### src/rtl/noc_flit_pkg.sv
// Flit field layout shared by the NoC injection buffers and the ejection-side sink.
package noc_flit_pkg;
   localparam int FLIT_W       = 20;
   localparam int NODE_W       = 4;
   localparam int NUM_NODES    = 16;
   localparam int RSVD_W       = 4;
   localparam int SRC_LSB      = 12;
   localparam int DEST_LSB     = 4;
   localparam int DEST_CHK_LSB = 0;
   localparam int RSVD_HI_LSB  = 16;
   localparam int RSVD_LO_LSB  = 8;
endpackage

### src/rtl/datain_fifo.sv
// Synchronous FIFO with registered read port; a push into a full FIFO is taken
// only when a pop retires an entry on the same edge.
module datain_fifo #(
   parameter int DEPTH = 16,
   parameter int W     = 20
) (
   input  logic         clk,
   input  logic         rst,
   input  logic         push,
   input  logic [W-1:0] push_data,
   input  logic         pop,
   output logic         accept,
   output logic [W-1:0] rd_data,
   output logic         rd_valid,
   output logic         empty,
   output logic         full
);
   localparam int AW = $clog2(DEPTH);

   logic [W-1:0]  mem_q [DEPTH];
   logic [AW-1:0] wr_ptr_q, wr_ptr_d;
   logic [AW-1:0] rd_ptr_q, rd_ptr_d;
   logic [AW:0]   count_q, count_d;
   logic [W-1:0]  rd_data_q, rd_data_d;
   logic          rd_valid_q, rd_valid_d;
   logic          do_pop;

   assign empty  = (count_q == '0);
   assign full   = (count_q == (AW+1)'(DEPTH));
   assign do_pop = pop & ~empty;
   assign accept = push & (~full | do_pop);

   always_comb begin
      wr_ptr_d   = wr_ptr_q;
      rd_ptr_d   = rd_ptr_q;
      count_d    = count_q;
      rd_data_d  = rd_data_q;
      rd_valid_d = do_pop;
      if (accept) wr_ptr_d = wr_ptr_q + AW'(1);
      if (do_pop) begin
         rd_ptr_d  = rd_ptr_q + AW'(1);
         rd_data_d = mem_q[rd_ptr_q];
      end
      case ({accept, do_pop})
         2'b10:   count_d = count_q + (AW+1)'(1);
         2'b01:   count_d = count_q - (AW+1)'(1);
         default: count_d = count_q;
      endcase
   end

   always_ff @(posedge clk) begin
      if (rst) begin
         wr_ptr_q   <= '0;
         rd_ptr_q   <= '0;
         count_q    <= '0;
         rd_data_q  <= '0;
         rd_valid_q <= 1'b0;
      end else begin
         wr_ptr_q   <= wr_ptr_d;
         rd_ptr_q   <= rd_ptr_d;
         count_q    <= count_d;
         rd_data_q  <= rd_data_d;
         rd_valid_q <= rd_valid_d;
      end
   end

   // Storage is not reset; pointers and occupancy make stale entries unreachable.
   always_ff @(posedge clk) begin
      if (accept) mem_q[wr_ptr_q] <= push_data;
   end

   assign rd_data  = rd_data_q;
   assign rd_valid = rd_valid_q;
endmodule

### src/rtl/datain_sink_buf.sv
// NoC ejection-port sink: checks, counts and buffers flits addressed to NODE_ID.
// Define DATAIN_SINK_CHECK_EN to enable destination/reserved-field checking.
module datain_sink_buf
   import noc_flit_pkg::*;
#(
   parameter int                   NODE_ID     = 0,
   parameter int                   DEPTH       = 16,
   parameter logic [NUM_NODES-1:0] EXPECT_MASK = 16'hFFFE
) (
   input  logic                 clk,
   input  logic                 rst,
   input  logic                 in_valid,
   input  logic [FLIT_W-1:0]    datain,
   input  logic                 rd_en,
   output logic [FLIT_W-1:0]    rd_data,
   output logic                 rd_valid,
   output logic                 empty,
   output logic                 full,
   output logic [4:0]           rx_count,
   output logic [NUM_NODES-1:0] src_seen,
   output logic                 all_rx,
   output logic                 misroute_err,
   output logic                 overflow
);
   logic [NODE_W-1:0]    src;
   logic                 flit_ok;
   logic                 push;
   logic                 accept;
   logic [4:0]           rx_count_q, rx_count_d;
   logic [NUM_NODES-1:0] src_seen_q, src_seen_d;
   logic                 overflow_q, overflow_d;

   assign src = datain[SRC_LSB +: NODE_W];

`ifdef DATAIN_SINK_CHECK_EN
   logic misroute_q, misroute_d;

   assign flit_ok = (datain[DEST_LSB +: NODE_W] == NODE_W'(NODE_ID)) &&
                    (datain[DEST_CHK_LSB +: NODE_W] == datain[DEST_LSB +: NODE_W]) &&
                    (datain[RSVD_HI_LSB +: RSVD_W] == '0) &&
                    (datain[RSVD_LO_LSB +: RSVD_W] == '0);

   always_comb begin
      misroute_d = misroute_q | (in_valid & ~flit_ok);
   end

   always_ff @(posedge clk) begin
      if (rst) misroute_q <= 1'b0;
      else     misroute_q <= misroute_d;
   end

   assign misroute_err = misroute_q;
`else
   logic unused_fields;

   assign flit_ok       = 1'b1;
   assign misroute_err  = 1'b0;
   assign unused_fields = ^{datain[RSVD_HI_LSB +: RSVD_W], datain[RSVD_LO_LSB +: RSVD_W],
                            datain[DEST_LSB +: NODE_W], datain[DEST_CHK_LSB +: NODE_W],
                            NODE_W'(NODE_ID)};
`endif

   assign push = in_valid & flit_ok;

   datain_fifo #(.DEPTH(DEPTH), .W(FLIT_W)) u_fifo (
      .clk       (clk),
      .rst       (rst),
      .push      (push),
      .push_data (datain),
      .pop       (rd_en),
      .accept    (accept),
      .rd_data   (rd_data),
      .rd_valid  (rd_valid),
      .empty     (empty),
      .full      (full)
   );

   // Counters and bitmap follow the FIFO's accept, so dropped flits leave no trace.
   always_comb begin
      rx_count_d = rx_count_q;
      src_seen_d = src_seen_q;
      overflow_d = overflow_q | (push & ~accept);
      if (accept) begin
         if (rx_count_q != 5'd31) rx_count_d = rx_count_q + 5'd1;
         src_seen_d = src_seen_q | (NUM_NODES'(1) << src);
      end
   end

   always_ff @(posedge clk) begin
      if (rst) begin
         rx_count_q <= '0;
         src_seen_q <= '0;
         overflow_q <= 1'b0;
      end else begin
         rx_count_q <= rx_count_d;
         src_seen_q <= src_seen_d;
         overflow_q <= overflow_d;
      end
   end

   assign rx_count = rx_count_q;
   assign src_seen = src_seen_q;
   assign overflow = overflow_q;
   assign all_rx   = ((src_seen_q & EXPECT_MASK) == EXPECT_MASK);
endmodule
### config.mk
export PLATFORM = sky130hd
export DESIGN_NAME = datain_sink_buf
export DESIGN_NICKNAME = d
export VERILOG_FILES = /design/src/rtl/noc_flit_pkg.sv /design/src/rtl/datain_fifo.sv /design/src/rtl/datain_sink_buf.sv
export SDC_FILE = /design/constraint.sdc
export NUM_CORES = 1
export LEC_CHECK = 0
export CORE_ASPECT_RATIO = 1.5
export CORE_MARGIN = 4
export CORE_UTILIZATION = 55
export DETAILED_ROUTE_END_ITERATION = 10
export PLACE_DENSITY = 0.82
export SLEW_MARGIN = 15
export SYNTH_ARGS = -nofsm -noshare
export SYNTH_HDL_FRONTEND = slang
export SYNTH_SLANG_ARGS = --single-unit
### constraint.sdc
create_clock -name clk -period 5.8 [get_ports clk]
set_clock_uncertainty 0.1 [all_clocks]
set_input_delay 1.16 -clock clk [delete_from_list [all_inputs] [get_ports clk]]
set_output_delay 1.16 -clock clk [all_outputs]
set_load 0.01 [all_outputs]
**Word level (Yosys, flattened, before mapping)**

Memory sizes are Yosys's and may differ from the RTL's. A register that Yosys moved wholly into a read port is not among the register bits.
Index checks and enable logic that the tools add are counted.

- Add/sub/neg operators: 5
- Equal/unequal tests: 5
- Shifts and indexed selects: 1
- Mux-type cells: 3
- Bitwise logic cells: 9
- Reduce and logical (&&, ||, !) cells: 3

Operators with widths:

| kind | number |
|---|---|
| 16-bit OR | 1 |
| 1-bit by 4-bit << shifter with 16-bit output, first input constant | 1 |
| 15-bit equality test, second input constant | 1 |
| 5-bit by 1-bit adder with 5-bit output, second input constant | 2 |
| 5-bit one-hot mux with 2 select lines | 1 |
| 4-bit by 1-bit adder with 4-bit output, second input constant | 2 |
| 5-bit equality test, second input constant | 1 |
| 5-bit zero test | 1 |
| 5-bit inequality test, second input constant | 1 |
| 5-bit by 1-bit subtractor with 5-bit output, second input constant | 1 |
| 1-bit AND | 3 |
| 1-bit inverter | 3 |
| 2-bit by 1-bit equality test with 1-bit output, second input constant | 1 |
| 2-bit equality test, second input constant | 1 |
| 1-bit two-way mux | 2 |
| 1-bit OR | 2 |
| 2-bit AND reduction | 1 |
| 2-bit nonzero test | 1 |

- Register bits: 36
- Bits in writable memories: 320
- Input bits: 24
- Output and inout port bits: 47
- Word-level logic and storage cells: 34
- Memories kept: 1

Memory list:

| name | depth | bits a word | read ports | clocked after memory_dff | write ports | line | text |
|---|---|---|---|---|---|---|---|
| u_fifo.mem_q | 16 | 20 | 1 | 1 | 1 | datain_fifo.sv:20 | `logic [W-1:0] mem_q [DEPTH];` |

**Depth between registers and ports, before layout**

- Depth after elaboration: 8
- Depth in mapped cells: 11
- Depth with buffers taken out: 9

**By module**

From an unflattened synthesis, not the netlist that was laid out.

- Cell total of the unflattened synthesis: 836
- Area total of the unflattened synthesis: 14,755.4 um2

Modules (own cells, without submodules):

| module | instances | cells each | area an instance (um2) | seq. area each (um2) |
|---|---|---|---|---|
| datain_fifo | 1 | 746 | 13,923.4 | 10,289.9 |
| datain_sink_buf | 1 | 90 | 832.0 | 440.4 |

**Least setup slack after synthesis**

OpenSTA, ideal clock, no wires.

- Kind: in2reg
- From: input port rd_en
- To: memory u_fifo.mem_q[0][0] (enable)
- Setup time: 0.422 ns
- Arrival time: 3.459 ns
- Required time: 5.278 ns
- Slack: 1.819 ns
- Stages on the path: 6
- Path buffers: 2
- Cells stage by stage: buf_4 nor2b_1 clkbuf_1 a21oi_1 nand2_1 nor3_1

- Longest elaborated chain between the ends: 5

Ends and longest elaborated chain:

| element | line | text |
|---|---|---|
| from (decl) | datain_sink_buf.sv:14 | `input logic rd_en,` |
| 1-bit AND | datain_fifo.sv:30 | `assign do_pop = pop & ~empty;` |
| 1-bit OR | datain_fifo.sv:31 | `assign accept = push & (~full \| do_pop);` |
| 1-bit AND | datain_fifo.sv:31 |  |
| 1-bit two-way mux | datain_fifo.sv:69 | `if (accept) mem_q[wr_ptr_q] <= push_data;` |
| 1-bit two-way mux (implied by the code) | datain_fifo.sv:69 |  |
| to (decl) | datain_fifo.sv:20 |  |

Every way passes these cells.

**Worst setup path after layout**

- From: input port in_valid
- To: memory u_fifo.mem_q[9][6] (enable)

- Longest elaborated chain between the ends: 3

Ends and longest elaborated chain:

| element | line | text |
|---|---|---|
| from (decl) | datain_sink_buf.sv:12 | `input logic in_valid,` |
| 1-bit AND | datain_fifo.sv:31 |  |
| 1-bit two-way mux | datain_fifo.sv:69 |  |
| 1-bit two-way mux (implied by the code) | datain_fifo.sv:69 |  |

Every way passes these cells.

==> metrics.csv <==
stage,metric,value,unit
route,drt_wl_total,31100,um
route,vias,7703,
clocking,clock_latency,0.57,ns
grt,grt_first_pass_wirelength,47000,um
worst_setup_path,r2r_slack,2.57,ns
clocking,root_buffer,clkbuf_16,
die,dieHeight,207,um
worst_setup_path,reg2regPathDepth,5,
sta,finalHoldViolations,0,
power,vdd_drop_max,0.320,mV
grt,grt_start_max_net_pins,90,
power,p_sw_share,25.7,%
placement,place_congestion,0.797,
worst_setup_path,r2r-end,u_fifo.rd_data[1]$_SDFFE_PP0P_,
route,drt-initial-drc-count,782,
power,comb_power_share,17.7,%
die,io_pins,71,
worst_setup_path,path_max_fanout,20,
grt,grt_antenna_before_repair,1,
yosys,syn_avg_cell_area,17.3,um^2
die,core.rowCount,72,
worst_setup_path,r2r_start,u_fifo.rd_ptr_q[0]$_SDFFE_PP0P_,
clocking,post_cts_resized,0,
worst_setup_path,cp-end-kind,register,
route,detail-route-antenna-nets,0,
flow_run,drv_cap,0,
placement,port_buffers,69,
finish,layout_common_cells,"edfxtp_1 (320), mux2i_1 (86), clkdlybuf4s50_1 (68), nor2_1 (58), dfxtp_1 (54)",
placement,dp_hpwl,19200,um
sta,post-route-period-util,65.6,%
die,start_util,55.9,%
power,p_seq_share,50.7,%
yosys,synthCells,837,
power,cellPowerDensity,383,nW/um^2
sta,setup_tns,0,ns
grt,grt_remaining_overflow,0,
power,clkPwrFrac,31.6,%
sta,drv_slew,0,
die,die_area,29000,um^2
route,drc,0,
clocking,cts_tree,yes,
yosys,synth.net_count,872,
clocking,cts.path.max_buffers,3,
hold_path,hold_path_end,u_fifo.rd_data[9]$_SDFFE_PP0P_,
sta,worst_slew_pin_slew,1.18,ns
power,p_int,4.68,mW
sta,fin_crit,3.80,ns
yosys,synthTopCellsByArea,"edfxtp_1 (66%), dfxtp_1 (7.8%), mux4_2 (6.2%)",
clocking,h-tree-depth,1,
finish,n_fill_cell,1666,
clocking,cts_made_buffers,31,
finish,layout_commonest_cell,edfxtp_1,
sta,slew_headroom,21.5,%
finish,design_area,16500,um^2
yosys,yosys_warnings,0,
power,p_sw,1.62,mW
grt,grtUsageTotal,21.5,%
yosys,yosysSeqAreaShare,74.2,%
worst_setup_path,worstSetupPathType,in -> reg,
route,wire_per_inst,24.7,um
worst_setup_path,crit_required,5.88,ns
status,status,"finished, final reports clean",
yosys,yosysUniqueCellTypes,48,
hold_path,hold_depth,2,
placement,dp_slack,1.47,ns
power,power.leakage,5.09,nW
hold_path,holdCritPathClass,reg -> reg,
worst_setup_path,arrival,3.88,ns
worst_setup_path,startpoint_type,primary input,
finish,area_growth,13.9,%
placement,place_area,15500,um^2
sta,worst_slack,2.00,ns
clocking,holdBufCountCts,0,
grt,grt_pass1_vias,7913,
route,first_pass_iters,5,
yosys,yosysTopAreaCell,edfxtp_1,
route,via_per_inst,6.11,
clocking,clkTransAtPathRegs,0.06,ns
hold_path,hp-start,u_fifo.rd_data[9]$_SDFFE_PP0P_,
sta,fmax,0.263,GHz
yosys,ys_seq_elements,376,
die,core,25900,um^2
clocking,cts_setup_buffers,0,
clocking,clock_sinks,376,
sta,rsz0062_at_grt,false,
yosys,syn_area,14500,um^2
finish,fin_nets,936,
yosys,yosysTopAreaCellShare,66.5,%
finish,drive_gt1_share,12.9,%
sta,finalSetupViolCount,0,
die,die_w,140,um
[state kept, by name, indices dropped and copies added, names as in the netlist]
name / count
overflow: 1
u_fifo.mem_q: 320
u_fifo.wr_ptr_q: 4
u_fifo.rd_data: 20
src_seen: 16
rx_count: 5
u_fifo.rd_ptr_q: 4
u_fifo.rd_valid: 1
u_fifo.count_q: 5
[synthesized netlist by cell type, drive strengths merged]
cell type	number
nand2b	5
o2111a	2
a31oi	5
nand4b	1
a22oi	1
nor2b	6
and2	1
conb	1
nor2	70
nor4	21
a211o	1
a211oi	4
or3	3
nand4	3
mux4	40
xor2	3
fa	1
inv	7
ha	10
dfxtp	56
or4	1
nand3b	3
a21bo	1
xnor2	5
a21o	1
a2111oi	3
mux2	3
clkinv	1
nand2	9
o21a	1
nor3	24
and3	2
a41oi	1
o21ai	2
mux2i	86
nand3	5
a21oi	17
buf	22
edfxtp	320
or3b	1
clkbuf	26
o211ai	3
o22ai	40
a22o	19
[per-stage QoR]
step	hold WS [ns]	power [mW]	utilization (%)	cells
6_report	0.388	6.30	63.6	1260
5_1_grt	0.417	6.56	63.6	1259
2_1_floorplan	0.405	3.93	-	837
4_1_cts	0.392	6.34	63.6	1259
3_5_place_dp	0.362	4.37	59.9	1201
3_3_place_gp	0.361	4.34	59.9	1201
[worst max path at each step]
stage	start	to	slack (ns)	cells after the start
after floorplan	rd_en	u_fifo.mem_q[0][0]$_DFFE_PP_	1.82	6
after global routing	in_valid	u_fifo.mem_q[6][10]$_DFFE_PP_	1.82	5
final	in_valid	u_fifo.mem_q[9][6]$_DFFE_PP_	2.00	5
after CTS	in_valid	u_fifo.mem_q[13][8]$_DFFE_PP_	2.06	5
after global placement	in_valid	u_fifo.mem_q[10][3]$_DFFE_PP_	1.58	5
after detailed placement	in_valid	u_fifo.mem_q[6][5]$_DFFE_PP_	1.47	5
[critical path, cell delays in order]
cell and delay [ns]:
clkdlybuf4s50_1 0.61, clkinv_1 0.28, a21oi_1 0.54, nand2_1 0.32
nor2_2 0.96
[layout make-up]
cell class | instances | area (um^2) | share of cell area (%)
diodes | 1 | 2.50 | 0.0152
clock buffers | 45 | 848 | 5.16
clock inverters | 13 | 113 | 0.684
inverters | 8 | 30.0 | 0.182
multi-input cells | 405 | 3540 | 21.5
flip-flops and latches | 376 | 10700 | 65.2
well taps | 333 | 417 | 2.53
repair buffers | 79 | 773 | 4.70
[cells by family after synthesis]
| family | share of synthesized area (%) |
|---|---|
| other | 0.0259 |
| AO/OA/AOI/OAI | 4.88 |
| adder cells (fa/ha/maj) | 1.00 |
| flip-flops | 74.2 |
| XOR/XNOR | 0.485 |
| multiplexers | 12.4 |
| AND/OR/NAND/NOR | 5.26 |
| buffers and inverters | 1.67 |
[metal layers]
layer	wire length, um	share of wire, %	global-route usage (%)
met2	17300	56	40.4
met4	1290	4.1	9.38
met5	13	0.042	0
met3	1570	5.1	2.60
met1	11000	35	24.6
[power by group through the flow]
stage	Sequential [mW]	Combinational, mW	Clock [mW]
3_3_place_gp	3.25	1.09	0
6_report	3.19	1.12	1.99
5_1_grt	3.22	1.21	2.14
3_5_place_dp	3.25	1.12	0
4_1_cts	3.20	1.13	2.02
2_1_floorplan	3.22	0.714	0
(Power assumes the default switching activity.)
